### src/rtl/cfg_loader_pkg.sv
// Shared definitions for the configuration frame loader.
//   state_e     : write sequencer states
//   cfg_entry_t : buffered word layout {addr, data, last} at the default address width
//   DEF_ADDR_W / DEF_MAX_ADDR : default address width and highest legal address
package cfg_loader_pkg;

  localparam int DEF_ADDR_W   = 5;
  localparam int DEF_MAX_ADDR = 19;

  typedef enum logic [1:0] {
    IDLE   = 2'd0,
    SETUP  = 2'd1,
    STROBE = 2'd2,
    HOLD   = 2'd3
  } state_e;

  typedef struct packed {
    logic [DEF_ADDR_W-1:0] addr;
    logic                  data;
    logic                  last;
  } cfg_entry_t;

endpackage

### src/rtl/cfg_word_fifo.sv
// Synchronous FIFO for buffered configuration words.
//   clk, reset (active-low, synchronous)
//   push/wdata : write one entry when not full
//   pop/rdata  : rdata always shows the head; pop advances when not empty
//   full, empty, count : occupancy status
module cfg_word_fifo #(
  parameter int DEPTH = 4,
  parameter int WIDTH = 7
) (
  input  logic                     clk,
  input  logic                     reset,
  input  logic                     push,
  input  logic [WIDTH-1:0]         wdata,
  input  logic                     pop,
  output logic [WIDTH-1:0]         rdata,
  output logic                     full,
  output logic                     empty,
  output logic [$clog2(DEPTH):0]   count
);

  localparam int PW = $clog2(DEPTH);
  localparam int CW = PW + 1;

  logic [WIDTH-1:0] mem_q [DEPTH];
  logic [PW-1:0]    wr_ptr_q, wr_ptr_d;
  logic [PW-1:0]    rd_ptr_q, rd_ptr_d;
  logic [CW-1:0]    count_q, count_d;
  logic             do_push, do_pop;

  assign full    = (count_q == CW'(DEPTH));
  assign empty   = (count_q == '0);
  assign count   = count_q;
  assign rdata   = mem_q[rd_ptr_q];
  assign do_push = push && !full;
  assign do_pop  = pop && !empty;

  // Pointers wrap naturally because DEPTH is a power of two; count separates full from empty.
  always_comb begin
    wr_ptr_d = wr_ptr_q;
    rd_ptr_d = rd_ptr_q;
    count_d  = count_q;
    if (do_push) wr_ptr_d = wr_ptr_q + PW'(1);
    if (do_pop)  rd_ptr_d = rd_ptr_q + PW'(1);
    case ({do_push, do_pop})
      2'b10:   count_d = count_q + CW'(1);
      2'b01:   count_d = count_q - CW'(1);
      default: count_d = count_q;
    endcase
  end

  always_ff @(posedge clk) begin
    if (!reset) begin
      wr_ptr_q <= '0;
      rd_ptr_q <= '0;
      count_q  <= '0;
    end else begin
      wr_ptr_q <= wr_ptr_d;
      rd_ptr_q <= rd_ptr_d;
      count_q  <= count_d;
    end
  end

  // Storage carries no reset; occupancy is tracked by the control flops above.
  always_ff @(posedge clk) begin
    if (do_push) mem_q[wr_ptr_q] <= wdata;
  end

endmodule

### src/rtl/cfg_frame_loader.sv
// Configuration write sequencer feeding the logic-element tile configuration port.
//   clk, reset (active-low, synchronous)
//   cfg_valid/cfg_ready/cfg_addr/cfg_data/cfg_last : upstream word handshake
//   enable/address/data_in : tile write port (setup, one-cycle strobe, hold)
//   busy        : words buffered or a write in progress
//   done        : sticky, frame's last word handled
//   err_addr    : sticky, out-of-range address received
//   write_count : strobes issued since reset, saturating
module cfg_frame_loader
  import cfg_loader_pkg::*;
#(
  parameter int ADDR_W     = DEF_ADDR_W,
  parameter int MAX_ADDR   = DEF_MAX_ADDR,
  parameter int FIFO_DEPTH = 4,
  parameter int CNT_W      = 8
) (
  input  logic              clk,
  input  logic              reset,
  input  logic              cfg_valid,
  output logic              cfg_ready,
  input  logic [ADDR_W-1:0] cfg_addr,
  input  logic              cfg_data,
  input  logic              cfg_last,
  output logic              enable,
  output logic [ADDR_W-1:0] address,
  output logic              data_in,
  output logic              busy,
  output logic              done,
  output logic              err_addr,
  output logic [CNT_W-1:0]  write_count
);

  localparam int FCW = $clog2(FIFO_DEPTH) + 1;
  localparam int PCW = FCW + 1;
  localparam int EW  = ADDR_W + 2;
  localparam logic [ADDR_W:0] MAX_A = (ADDR_W + 1)'(MAX_ADDR);

  typedef struct packed {
    logic [ADDR_W-1:0] addr;
    logic              data;
    logic              last;
  } entry_t;

  entry_t            push_e, head_e;
  logic [EW-1:0]     head_bits;
  logic              accept, in_range, push, pop, full, empty;
  logic [FCW-1:0]    fcount;
  logic [PCW-1:0]    ahead;

  state_e            state_q, state_d;
  logic [ADDR_W-1:0] addr_q, addr_d;
  logic              data_q, data_d;
  logic              last_q, last_d;
  logic              done_q, done_d;
  logic              err_q, err_d;
  logic [CNT_W-1:0]  cnt_q, cnt_d;
  logic              pend_q, pend_d;
  logic [PCW-1:0]    pend_cnt_q, pend_cnt_d;

  assign cfg_ready = reset && !full;
  assign accept    = cfg_valid && cfg_ready;
  assign in_range  = ({1'b0, cfg_addr} <= MAX_A);
  assign push      = accept && in_range;
  assign push_e    = '{addr: cfg_addr, data: cfg_data, last: cfg_last};
  assign head_e    = head_bits;

  cfg_word_fifo #(
    .DEPTH (FIFO_DEPTH),
    .WIDTH (EW)
  ) u_fifo (
    .clk   (clk),
    .reset (reset),
    .push  (push),
    .wdata (push_e),
    .pop   (pop),
    .rdata (head_bits),
    .full  (full),
    .empty (empty),
    .count (fcount)
  );

  always_comb begin
    state_d    = state_q;
    addr_d     = addr_q;
    data_d     = data_q;
    last_d     = last_q;
    done_d     = done_q;
    err_d      = err_q;
    cnt_d      = cnt_q;
    pend_d     = pend_q;
    pend_cnt_d = pend_cnt_q;
    pop        = 1'b0;
    ahead      = '0;

    case (state_q)
      IDLE, HOLD: begin
        if (!empty) begin
          pop     = 1'b1;
          addr_d  = head_e.addr;
          data_d  = head_e.data;
          last_d  = head_e.last;
          state_d = SETUP;
        end else begin
          state_d = IDLE;
        end
      end
      SETUP:  state_d = STROBE;
      STROBE: begin
        if (cnt_q != '1) cnt_d = cnt_q + CNT_W'(1);
        // done becomes visible as HOLD is entered
        if (last_q) done_d = 1'b1;
        state_d = HOLD;
      end
      default: state_d = IDLE;
    endcase

    // A rejected last word waits for every word already accepted ahead of it;
    // pend_cnt counts those still to be strobed.
    if (pend_q && state_q == STROBE) begin
      if (pend_cnt_q == PCW'(1)) begin
        done_d = 1'b1;
        pend_d = 1'b0;
      end else begin
        pend_cnt_d = pend_cnt_q - PCW'(1);
      end
    end

    if (accept && !in_range) begin
      err_d = 1'b1;
      if (cfg_last) begin
        // Word in SETUP is still owed a strobe; a word in STROBE finishes on this edge.
        ahead = {1'b0, fcount} + PCW'(state_q == SETUP);
        if (ahead == '0) begin
          done_d = 1'b1;
          pend_d = 1'b0;
        end else begin
          pend_d     = 1'b1;
          pend_cnt_d = ahead;
        end
      end
    end
  end

  always_ff @(posedge clk) begin
    if (!reset) begin
      state_q    <= IDLE;
      addr_q     <= '0;
      data_q     <= 1'b0;
      last_q     <= 1'b0;
      done_q     <= 1'b0;
      err_q      <= 1'b0;
      cnt_q      <= '0;
      pend_q     <= 1'b0;
      pend_cnt_q <= '0;
    end else begin
      state_q    <= state_d;
      addr_q     <= addr_d;
      data_q     <= data_d;
      last_q     <= last_d;
      done_q     <= done_d;
      err_q      <= err_d;
      cnt_q      <= cnt_d;
      pend_q     <= pend_d;
      pend_cnt_q <= pend_cnt_d;
    end
  end

  assign enable      = (state_q == STROBE);
  assign address     = addr_q;
  assign data_in     = data_q;
  assign busy        = (fcount != '0) || (state_q != IDLE);
  assign done        = done_q;
  assign err_addr    = err_q;
  assign write_count = cnt_q;

endmodule
### config.mk
export PLATFORM = sky130hd
export DESIGN_NAME = cfg_frame_loader
export DESIGN_NICKNAME = d
export VERILOG_FILES = /design/src/rtl/cfg_loader_pkg.sv /design/src/rtl/cfg_word_fifo.sv /design/src/rtl/cfg_frame_loader.sv
export SDC_FILE = /design/constraint.sdc
export NUM_CORES = 1
export LEC_CHECK = 0
export BUFFER_PORTS_ARGS = -buffer_cell sky130_fd_sc_hd__buf_2
export CAP_MARGIN = 20
export CORE_MARGIN = 2
export CORE_UTILIZATION = 58
export DETAILED_ROUTE_END_ITERATION = 6
export PLACE_DENSITY = 0.79
export SYNTH_ARGS = -nofsm -noshare
export SYNTH_HDL_FRONTEND = slang
export SYNTH_HIERARCHICAL = 1
export SYNTH_SLANG_ARGS = --single-unit
### constraint.sdc
create_clock -name clk -period 4 [get_ports clk]
set_clock_uncertainty 0.1 [all_clocks]
set_input_delay 0.6 -clock clk [delete_from_list [all_inputs] [get_ports clk]]
set_output_delay 0.6 -clock clk [all_outputs]
set_load 0.1 [all_outputs]
==> metrics.txt <==
CTS Hold Bufs=0; Sink Count=61; Net Count, Synth=253; Crit Path Max Fanout=11; startpoint types=register; count of cell types in the netlist=46; Cells after DPL=301; Clk Tree Root Cell=clkbuf_8; n_diodes=0; WHS=372 ps; max-cap violations=0; clk slew on worst S/H paths=70 ps; Fillers=328; CTS tree=built; TNS Setup=0 ps; Worst Tran Pin Value=726 ps; fin nets=284; Tot Pwr=1460 uW; initial DRC count=106; die area=5160 sq um; GR Layer Usage met1=27.1%; CP Data Required Time=4170 ps; static leakage=0.00113 uW; Min-Delay Path Class=reg2reg; RSZ-0062 raised after global routing=no; Core Util, Final=69.5%; Non-Filler Instances=316; Mapped Area=2670 sq um; vias=1,756; number of setup buffers added after CTS=0; outcome=finished clean; Die Span Y=71.9 microns; Synthesis Warnings=6; grt peak-use layer=met2; die width=71.9 microns; Fmax=326 MHz; final setup violating endpoints=0; arrival time worst endpoint=3230 ps; area occupied by multi-input gates=1090 sq um; number of global-route vias before repair=1,691; Max-slew headroom=51.6%; htree depth=3; critical path endpoint category=register; antenna viol nets, final=0; Avg Inst Size Synth=11.7 sq um; Pins Over Slew Limit=0; Max VDD drop=0.309 mV; # IOs=29; final worst path period need=3060 ps; Placement Rows=24; Port-buffer cells=28; Post-Route WL=4580 microns; sequential share of the synthesized area=56.2%; synth-to-layout area growth=14.1%; initial core utilization=60.9%; Post-synth EDFFs=28; Routed WL per cell=14.5 microns; Pwr Density=479 nW/um^2; predominant post-synthesis flop cell=dfxtp_1; first-pass GRT wire length=7710 microns; grt ovf=0; Remaining DRCs=0; post-cts sizing count=0; Register Area=1500 sq um; async set-reset flop share out of synthesis=0%; Core Region=4380 sq um; largest net degree at the start of global routing=25; Seq cells post-synth=61; detailed-router iteration count before antenna repair=4; share of layout cells above drive strength 1=21.6%; CTS Buf Count=9; Mapped Cells=229; M3 GR Usage=7.31%; GR Util met2=29.8%; hpwl dp=3220 microns; clk_lat worst skew=340 ps; Crit Path Category=reg2reg; gp weighted congestion=0.774; number of antenna violations at the first check in global routing=0; CTS max path bufs=2; gr usage total=20.4%; Hold Violations, Final=0; drt via density=5.56; crit share post-route=76.6%
state kept, by name (all words and copies together), names as in the netlist, named ones only:
signal           flops
pend_cnt_q           4
u_fifo/wr_ptr_q      2
last_q               1
u_fifo/mem_q        28
u_fifo/count         3
data_in              1
pend_q               1
state_q              2
u_fifo/rd_ptr_q      2
err_addr             1
address              5
done                 1
write_count          8
through the flow:
| step | cell area, sq um | worst slack (ps) |
|---|---|---|
| after floorplan | 2670 | 1160 |
| after global placement | 2840 | 1130 |
| after detailed placement | 2840 | 1020 |
| after CTS | 3050 | 980 |
| after global routing | 3050 | 743 |
| final | 3050 | 935 |
worst max-delay path, cell delays in order (launching register included):
cell      delay [ps]
dfxtp_1          330
inv_1             60
ha_1             400
nor2_1           530
nor2b_1          300
ha_1             230
inv_1             60
fa_1             370
xor2_1           170
or3_1            310
a21boi_1         130
Yosys cell counts, types with 3 or more instances:
cell | n | share of area, %
o21ai_0 | 13 | 2.4
dfxtp_1 | 33 | 25
xnor2_1 | 4 | 1.3
a21oi_1 | 16 | 3.0
nand2_1 | 23 | 3.2
clkbuf_1 | 4 | 0.56
edfxtp_1 | 28 | 31
mux4_2 | 7 | 5.9
nand4_1 | 3 | 0.70
nor2_1 | 13 | 1.8
and2_1 | 7 | 1.6
nand3_1 | 4 | 0.75
xor2_1 | 6 | 2.0
ha_1 | 13 | 6.1
inv_1 | 11 | 1.5
power by group:
part	internal, uW	leakage (uW)	total (uW)	switching, uW
Clock	344	0.0000998	572	228
Combinational	46.7	0.000513	203	156
Sequential	671	0.000520	686	14.6
layout make-up:
cell class	instances	share of cell area (%)
clock buffers	10	4.19
clock inverters	5	2.51
inverters	12	1.48
multi-input cells	148	35.8
flip-flops and latches	61	49.3
well taps	52	2.14
repair buffers	28	4.60
cell usage in the layout (no fill, tap or decap), drive strengths merged, types with 2 or more instances in the layout:
cell type	count
dfxtp	33
buf	28
edfxtp	28
nand2	24
a21oi	16
nor2	14
o21ai	14
ha	13
inv	12
clkbuf	10
and2	7
mux4	7
xor2	6
nand3	4
xnor2	4
nand4	3
nor3	3
nand2b	3
a21boi	3
and4	2
and3	2
a211oi	2
o32ai	2
a31oi	2
bufinv	2
nor2b	2
mux2i	2
or3	2
nor3b	2
clkinv	2
worst paths after layout:
check                  start  depth (start not counted)               to  slack (ps)
hold reg to reg     err_addr                          2         err_addr         370
setup reg to reg  state_q[0]                         10  u_fifo/count[2]         940
setup / recovery  state_q[0]                         10  u_fifo/count[2]         940
hold / removal      err_addr                          2         err_addr         370
routing by layer:
layer | vias to the layer above | wire [microns]
li1 | 881 | -
met1 | 826 | 2270
met2 | 42 | 2030
met3 | 7 | 203
met4 | 0 | 68
met5 | - | 0
cells by family after synthesis:
| group | after synthesis | share of synthesized area (%) |
|---|---|---|
| simple gates | 75 | 15.5 |
| xor+xnor | 10 | 3.28 |
| compound gates | 40 | 8.62 |
| buf+inv | 20 | 2.91 |
| fa+ha+maj | 14 | 6.84 |
| mux | 9 | 6.65 |
| flops | 61 | 56.2 |
No activity file was read; power rests on OpenSTA's default activity.
